$ cat src/rtl/core_sequencer.sv
// core_sequencer: runs one full convolution (clear, weight feed, activation feed, drain per kij, then readout)
// Optional cycle counter on perf_cycles when CORE_SEQ_PERF_CNT_EN is defined.
module core_sequencer #(
    parameter int ADDR_W    = 11,
    parameter int LEN_NIJ   = 36,
    parameter int LEN_KIJ   = 9,
    parameter int KIJ_W     = 4,
    parameter int MAC_COL   = 8,
    parameter int W_BASE    = 1024,
    parameter int LEN_ONIJ  = 16,
    parameter int CLR_CYC   = 10,
    parameter int DRAIN_CYC = 30
) (
    input  logic              clk,
    input  logic              reset,
    input  logic              start,
    input  logic              mode_2b,
    input  logic              hold,
    output logic              busy,
    output logic              done,
    output logic              CEN_xmem,
    output logic              WEN_xmem,
    output logic [ADDR_W-1:0] A_xmem,
    output logic [1:0]        inst_w,
    output logic [KIJ_W-1:0]  kij,
    output logic              core_clr,
    output logic              readout_start,
    output logic              readout_valid,
    output logic [7:0]        out_idx,
    output logic [31:0]       perf_cycles
);
    typedef enum logic [3:0] {
        S_IDLE, S_CLR, S_WLOAD, S_GAP, S_ALOAD, S_DRAIN, S_RDSTART, S_RDGAP, S_READOUT, S_DONE
    } state_t;

    state_t            state_q, state_d;
    logic [15:0]       cnt_q, cnt_d, len, wlen;
    logic [KIJ_W-1:0]  kij_q, kij_d;
    logic              two_q, two_d;
    logic              held, go, last;
    logic [ADDR_W-1:0] waddr;

    always_ff @(posedge clk or negedge reset) begin
        if (!reset) begin
            state_q <= S_IDLE;
            cnt_q   <= '0;
            kij_q   <= '0;
            two_q   <= 1'b0;
        end else begin
            state_q <= state_d;
            cnt_q   <= cnt_d;
            kij_q   <= kij_d;
            two_q   <= two_d;
        end
    end

    assign busy = state_q != S_IDLE && state_q != S_DONE;
    assign held = hold && busy;
    assign go   = state_q == S_IDLE && start;
    assign wlen = two_q ? 16'(2 * MAC_COL) : 16'(MAC_COL);
    assign len  = state_q == S_CLR     ? 16'(CLR_CYC)   :
                  state_q == S_WLOAD   ? wlen           :
                  state_q == S_ALOAD   ? 16'(LEN_NIJ)   :
                  state_q == S_DRAIN   ? 16'(DRAIN_CYC) :
                  state_q == S_READOUT ? 16'(LEN_ONIJ)  : 16'd1;
    assign last = cnt_q == len - 16'd1;

    always_comb begin
        state_d = state_q;
        cnt_d   = cnt_q;
        kij_d   = kij_q;
        two_d   = two_q;
        if (go) begin
            state_d = S_CLR;
            two_d   = mode_2b;
            kij_d   = '0;
        end else if (state_q == S_DONE) begin
            state_d = S_IDLE;
            kij_d   = '0;
        end else if (busy && !held) begin
            cnt_d = last ? '0 : cnt_q + 16'd1;
            if (last) begin
                case (state_q)
                    S_CLR:     state_d = S_WLOAD;
                    S_WLOAD:   state_d = S_GAP;
                    S_GAP:     state_d = S_ALOAD;
                    S_ALOAD:   state_d = S_DRAIN;
                    S_DRAIN: begin
                        state_d = kij_q == KIJ_W'(LEN_KIJ - 1) ? S_RDSTART : S_CLR;
                        kij_d   = kij_q == KIJ_W'(LEN_KIJ - 1) ? kij_q : kij_q + KIJ_W'(1);
                    end
                    S_RDSTART: state_d = S_RDGAP;
                    S_RDGAP:   state_d = S_READOUT;
                    S_READOUT: state_d = S_DONE;
                    default:   state_d = state_q;
                endcase
            end
        end
    end

    // Address is a pure function of frozen state, so it naturally holds during a stall.
    assign waddr = ADDR_W'(W_BASE) + ADDR_W'(kij_q) * ADDR_W'(wlen) + ADDR_W'(cnt_q);

    always_comb begin
        done          = state_q == S_DONE;
        WEN_xmem      = 1'b1;
        CEN_xmem      = !((state_q == S_WLOAD || state_q == S_ALOAD) && !held);
        A_xmem        = state_q == S_WLOAD ? waddr : state_q == S_ALOAD ? ADDR_W'(cnt_q) : '0;
        inst_w        = held ? 2'b00 : state_q == S_WLOAD ? 2'b01 : state_q == S_ALOAD ? 2'b10 : 2'b00;
        kij           = kij_q;
        core_clr      = state_q == S_CLR && !held;
        readout_start = state_q == S_RDSTART && !held;
        readout_valid = state_q == S_READOUT && !held;
        out_idx       = state_q == S_READOUT ? cnt_q[7:0] : '0;
    end

`ifdef CORE_SEQ_PERF_CNT_EN
    logic [31:0] perf_q, perf_d;

    always_ff @(posedge clk or negedge reset) begin
        if (!reset) perf_q <= '0;
        else        perf_q <= perf_d;
    end

    assign perf_d      = go ? '0 : busy ? perf_q + 32'd1 : perf_q;
    assign perf_cycles = perf_q;
`else
    assign perf_cycles = '0;
`endif

endmodule

$ cat config.mk
export PLATFORM = sky130hd
export DESIGN_NAME = core_sequencer
export DESIGN_NICKNAME = d
export VERILOG_FILES = /design/src/rtl/core_sequencer.sv
export SDC_FILE = /design/constraint.sdc
export NUM_CORES = 1
export LEC_CHECK = 0
export CORE_MARGIN = 4
export CORE_UTILIZATION = 50
export CTS_BUF_LIST = sky130_fd_sc_hd__clkbuf_2
export DETAILED_ROUTE_END_ITERATION = 12
export GPL_TIMING_DRIVEN = 0
export PLACE_DENSITY = 0.82
export SYNTH_ARGS = -nofsm -noshare
export SYNTH_HDL_FRONTEND = slang
export SYNTH_SLANG_ARGS = --single-unit
$ cat constraint.sdc
create_clock -name clk -period 8.9 [get_ports clk]
set_input_delay 1.335 -clock clk [delete_from_list [all_inputs] [get_ports clk]]
set_output_delay 1.335 -clock clk [all_outputs]
set_load 0.01 [all_outputs]
# Word-level counts from Yosys, hierarchy flattened
# Cells that the tools add are included.
dict set report totals {
  regBits 25
  output_inout_bits 64
  in_bits 5
  wordCells 70
}
dict set report classes {
  n_eq_ne 13
  reduce_logical 20
  multipliers 1
  n_mux 25
  n_bitwise 2
  add_sub_neg 5
}
# op n
set ops {}
lappend ops {{$mux W4} 10}
lappend ops {{$pmux W4 S8} 1}
lappend ops {{$mux W11} 2}
lappend ops {{$mux W6} 3}
lappend ops {{$add A16 B1 Y16 const B} 1}
lappend ops {{$eq A16 B16 Y1} 1}
lappend ops {{$eq A4 B3 Y1 const B} 4}
lappend ops {{$mux W16} 1}
lappend ops {{$mux W5} 3}
lappend ops {{$eq A4 B4 Y1 const B} 3}
lappend ops {{$add A11 B11 Y11} 1}
lappend ops {{$add A11 B9 Y11 const A} 1}
lappend ops {{$reduce_bool A10 Y1} 1}
lappend ops {{$mul A4 B5 Y9} 1}
lappend ops {{$reduce_bool A3 Y1} 3}
lappend ops {{$eq A4 B2 Y1 const B} 2}
lappend ops {{$logic_and A1 B1 Y1} 8}
lappend ops {{$mux W8} 1}
lappend ops {{$sub A6 B1 Y7 const B} 1}
lappend ops {{$mux W2} 3}
lappend ops {{$reduce_and A3 Y1} 2}
lappend ops {{$add A4 B1 Y4 const B} 1}
lappend ops {{$eq A4 B1 Y1 const B} 1}
lappend ops {{$logic_not A4 Y1} 1}
lappend ops {{other kinds (8)} 10}

# Longest topological paths before layout
dict set report depth {
  depth_word 12
  ltp_mapped 15
  depth_no_buf 14
}

# Worst setup path after synthesis
# Ideal clock, no wire load.
dict set report synth_timing {
  path_kind {register -> output}
  start {register two_q}
  end {output A_xmem[9]}
  n_path_buf 1
  required_time_ns 7.565
  path_stages_with_launch 16
  path_slack_ns 4.637
  t_arrival_ns 2.928
  cell_sequence {dfrtp_1 > clkbuf_1 > and2_1 > ha_1 > ha_1 > inv_1 > fa_1 > inv_1 > ha_1 > inv_1 > fa_1 > inv_1 > a21o_1 > a21oi_1 > xor2_1 > o21ai_0}
}
dict set report synth_between {
  elab_chain_cells 5
}
# item line
set synth_lines {}
lappend synth_lines {{start, declared} 39} ;# logic two_q, two_d;
lappend synth_lines {{start signal, assigned} 53} ;# two_q <= two_d;
lappend synth_lines {{$mux W5} 60} ;# assign wlen = two_q ? 16'(2 * MAC_COL) : 16'(MAC_COL);
lappend synth_lines {{$mul A4 B5 Y9} 102} ;# assign waddr = ADDR_W'(W_BASE) + ADDR_W'(kij_q) * ADDR_W'(wlen) + ADDR_W'(cnt_q);
lappend synth_lines {{$add A11 B9 Y11} 102}
lappend synth_lines {{$add A11 B11 Y11} 102}
lappend synth_lines {{$mux W11} 108} ;# A_xmem = state_q == S_WLOAD ? waddr : state_q == S_ALOAD ? ADDR_W'(cnt_q) : '0;
lappend synth_lines {{end, declared} 23} ;# output logic [ADDR_W-1:0] A_xmem,
# Every way passes these cells.

# Worst setup path after layout
# Ends and elaborated chain as after synthesis.

==> results.sh <==
export IMPL_cts_htree_levels=1
export IMPL_cp_num_buf_inv=6
export IMPL_ios=69
export IMPL_avgSynthCellArea_sq_um=8.12
export IMPL_cts_setup_buffers=0
export IMPL_nFillCells=449
export IMPL_fin_tns_setup_ns=0
export IMPL_dr_first_iter_drc_count=197
export IMPL_overflow=0
export IMPL_dp_cells=464
export IMPL_synth_top_area_share_pct=23.6
export IMPL_dp_hpwl_microns=4790
export IMPL_port_buffers=35
export IMPL_tightestPinTransition_ns=1.15
export IMPL_cts_tree="done"
export IMPL_crit_chain="clkbuf_1 -> and2_1 -> ha_1 -> ha_1 -> inv_1 -> fa_1 -> inv_1 -> ha_1 -> inv_1 -> fa_1 -> inv_1 -> a21o_1 -> a21oi_1 -> xor2_1 -> o21ai_0 -> clkdlybuf4s50_1"
export IMPL_slew_viol_final=0
export IMPL_rsz0062_at_grt="no"
export IMPL_crit_path_start_kind="flop"
export IMPL_diodes=0
export IMPL_routed_wl_met2_microns=3090
export IMPL_ys_seq_area_share_pct=23.6
export IMPL_die_area_sq_mm=0.00652
export IMPL_path_max_fanout=10
export IMPL_rrSetupSlack_ns=5.70
export IMPL_synth_ff_type="dfrtp_1"
export IMPL_cts_resized_gates=0
export IMPL_root_buffer="clkbuf_2"
export IMPL_grt_max_degree=26
export IMPL_wl_per_cell_microns=13.3
export IMPL_cts_buffers=3
export IMPL_grt_pass1_vias=2206
export IMPL_die_h_microns=80.8
export IMPL_clkLatencyLatePin_ns=0.36
export IMPL_async_flop_share_pct=100
export IMPL_syn_to_final_growth_pct=22.0
export IMPL_routed_top_layer="met4"
export IMPL_wl_met1_microns=2620
export IMPL_viasPerCell=5.14
export IMPL_max_vdd_ir_drop_v=0.000130
export IMPL_cts_sinks=25
export IMPL_netlist_area_sq_mm=0.00265
export IMPL_dr_pass1_iters=4
export IMPL_start_util_pct=51.8
export IMPL_coreArea_sq_mm=0.00511
export IMPL_final_cells=468
export IMPL_yosys_top_cells_count="36 x buf_4, 29 x nand2_1, 26 x nor2_1, 25 x dfrtp_1, 23 x inv_1"
export IMPL_cts_clk_slew_worst_paths_ns=0.25
export IMPL_grt_pass1_wl_microns=9830
export IMPL_required_ns=7.57
export IMPL_max_clock_path_buffers=2
export IMPL_skew_ns=0.00353
export IMPL_slew_headroom_pct=22.8
export IMPL_detail_route_antenna_nets=0
export IMPL_finalSetupViolations=0
export IMPL_num_rows=26
export IMPL_nets=425
export IMPL_synth_distinct_cells=54
export IMPL_crit_type="flop to output port"
export IMPL_antenna_found_initial=0
export IMPL_status="completed"
export IMPL_synth_edf_count=0
export IMPL_place_congestion=0.861
export IMPL_ys_seq_elements=25
export IMPL_wl_microns=6210
export IMPL_syn_inst=326
export IMPL_crit_family="adder cells"
export IMPL_end_kind="output port"
export IMPL_yosysMostFrequentCell="buf_4"
export IMPL_drv_cap=0
export IMPL_worst_path_max_delay_cell="clkdlybuf4s50_1"
export IMPL_grt_use_total_pct=19.0
export IMPL_synth_area_leaders="dfrtp_1 24%, buf_4 10%, ha_1 8.0%"
export IMPL_wl_met3_microns=425
export IMPL_hold_path_class="flop to flop"
export IMPL_cp_common_cell="inv_1"
export IMPL_drive_gt1_share_pct=14.8
export IMPL_hold_viol=0
export IMPL_ys_warn_count=0
export IMPL_vias=2407
export IMPL_yosysTopAreaCell="dfrtp_1"
export IMPL_worstPathArrival_ns=4.05
export IMPL_min_period_ns=5.38
export IMPL_fmax_mhz=186
export IMPL_p_per_area_mw_per_mm2=262
export IMPL_die_w_microns=80.8
export IMPL_p_leak_nw=1.54
export IMPL_drc=0
export IMPL_cp_slowest_stage_delay_ns=0.56
export IMPL_period_share_pct=60.5
export IMPL_holdBufCountCts=0
==> kinds of logic after synthesis <==
group / share of synthesized area, %
adders and majority gates: 11.1
other: 0.284
buffers and inverters: 17.0
DFF: 23.6
muxes: 3.17
and+or+nand+nor: 24.5
xor gates and xnor gates: 7.28
AOI/OAI and AO/OA: 13.1
==> where the power goes <==
part           internal, W  switching (W)
combinational     0.000294       0.000327
sequential        0.000144      0.0000352
clock            0.0000102      0.0000364
==> final cells by class <==
class | count | area (sq um) | area share (%)
buffer | 55 | 363 | 11.2
timing repair buffer | 35 | 350 | 10.9
inverter | 23 | 86.3 | 2.67
tap | 70 | 87.6 | 2.71
clock buffer | 3 | 15.0 | 0.465
clock inverter | 1 | 5.00 | 0.155
sequential | 25 | 626 | 19.4
multi-input combinational | 256 | 1700 | 52.5
==> stage by stage <==
| stage | power [W] | worst slack [ns] | area, sq um | utilization [%] | hold slack (ns) |
|---|---|---|---|---|---|
| 6_report | 0.000846 | 3.52 | 3230 | 63.2 | 0.604 |
| 2_1_floorplan | 0.000616 | 4.64 | 2770 | - | 0.519 |
| 3_3_place_gp | 0.000771 | 4.04 | 3210 | 62.8 | 0.542 |
| 4_1_cts | 0.000847 | 3.52 | 3230 | 63.2 | 0.604 |
| 5_1_grt | 0.000933 | 3.29 | 3230 | 63.2 | 0.639 |
| 3_5_place_dp | 0.000799 | 3.97 | 3210 | 62.8 | 0.547 |
==> cell usage in the layout, fill, tap and decap left out, types with 5 or more instances in the layout <==
cell type	n
xor2_1	14
clkdlybuf4s50_1	35
nand3_1	9
nor2b_1	6
nor4_1	5
conb_1	35
mux2i_1	5
o21ai_0	16
nand2_1	29
dfrtp_1	25
a21o_1	6
clkbuf_1	11
nor2_1	26
ha_1	17
inv_1	23
xnor2_1	8
a21oi_1	11
and2_1	10
buf_4	36
nand4_1	7
==> final timing paths <==
kind	start	endpoint	cells past startpoint
setup / recovery	two_q$_DFFE_PN0P_	A_xmem[9]	16
hold / removal	cnt_q[15]$_DFFE_PN0P_	cnt_q[15]$_DFFE_PN0P_	2
setup reg to reg	state_q[2]$_DFFE_PN0P_	kij[1]$_DFFE_PN0P_	13
hold reg to reg	cnt_q[15]$_DFFE_PN0P_	cnt_q[15]$_DFFE_PN0P_	2
max in group asynchronous	reset	cnt_q[4]$_DFFE_PN0P_	1
min in group asynchronous	reset	state_q[2]$_DFFE_PN0P_	1
==> metal layers <==
layer,track usage [%],vias up
met5,0,-
met4,4.90,0
met3,1.77,7
met2,33.9,101
met1,24.8,1128
li1,-,1171
==> registers in the layout, indices dropped and copies added (netlist names) <==
register,cells
two_q,1
cnt_q,16
kij,4
state_q,4
==> worst min-delay path, cell delays in order, from the launching register on <==
cell and delay, ns:
dfrtp_1 0.44, xor2_1 0.08, nor2_1 0.07
(Power assumes the default switching activity.)
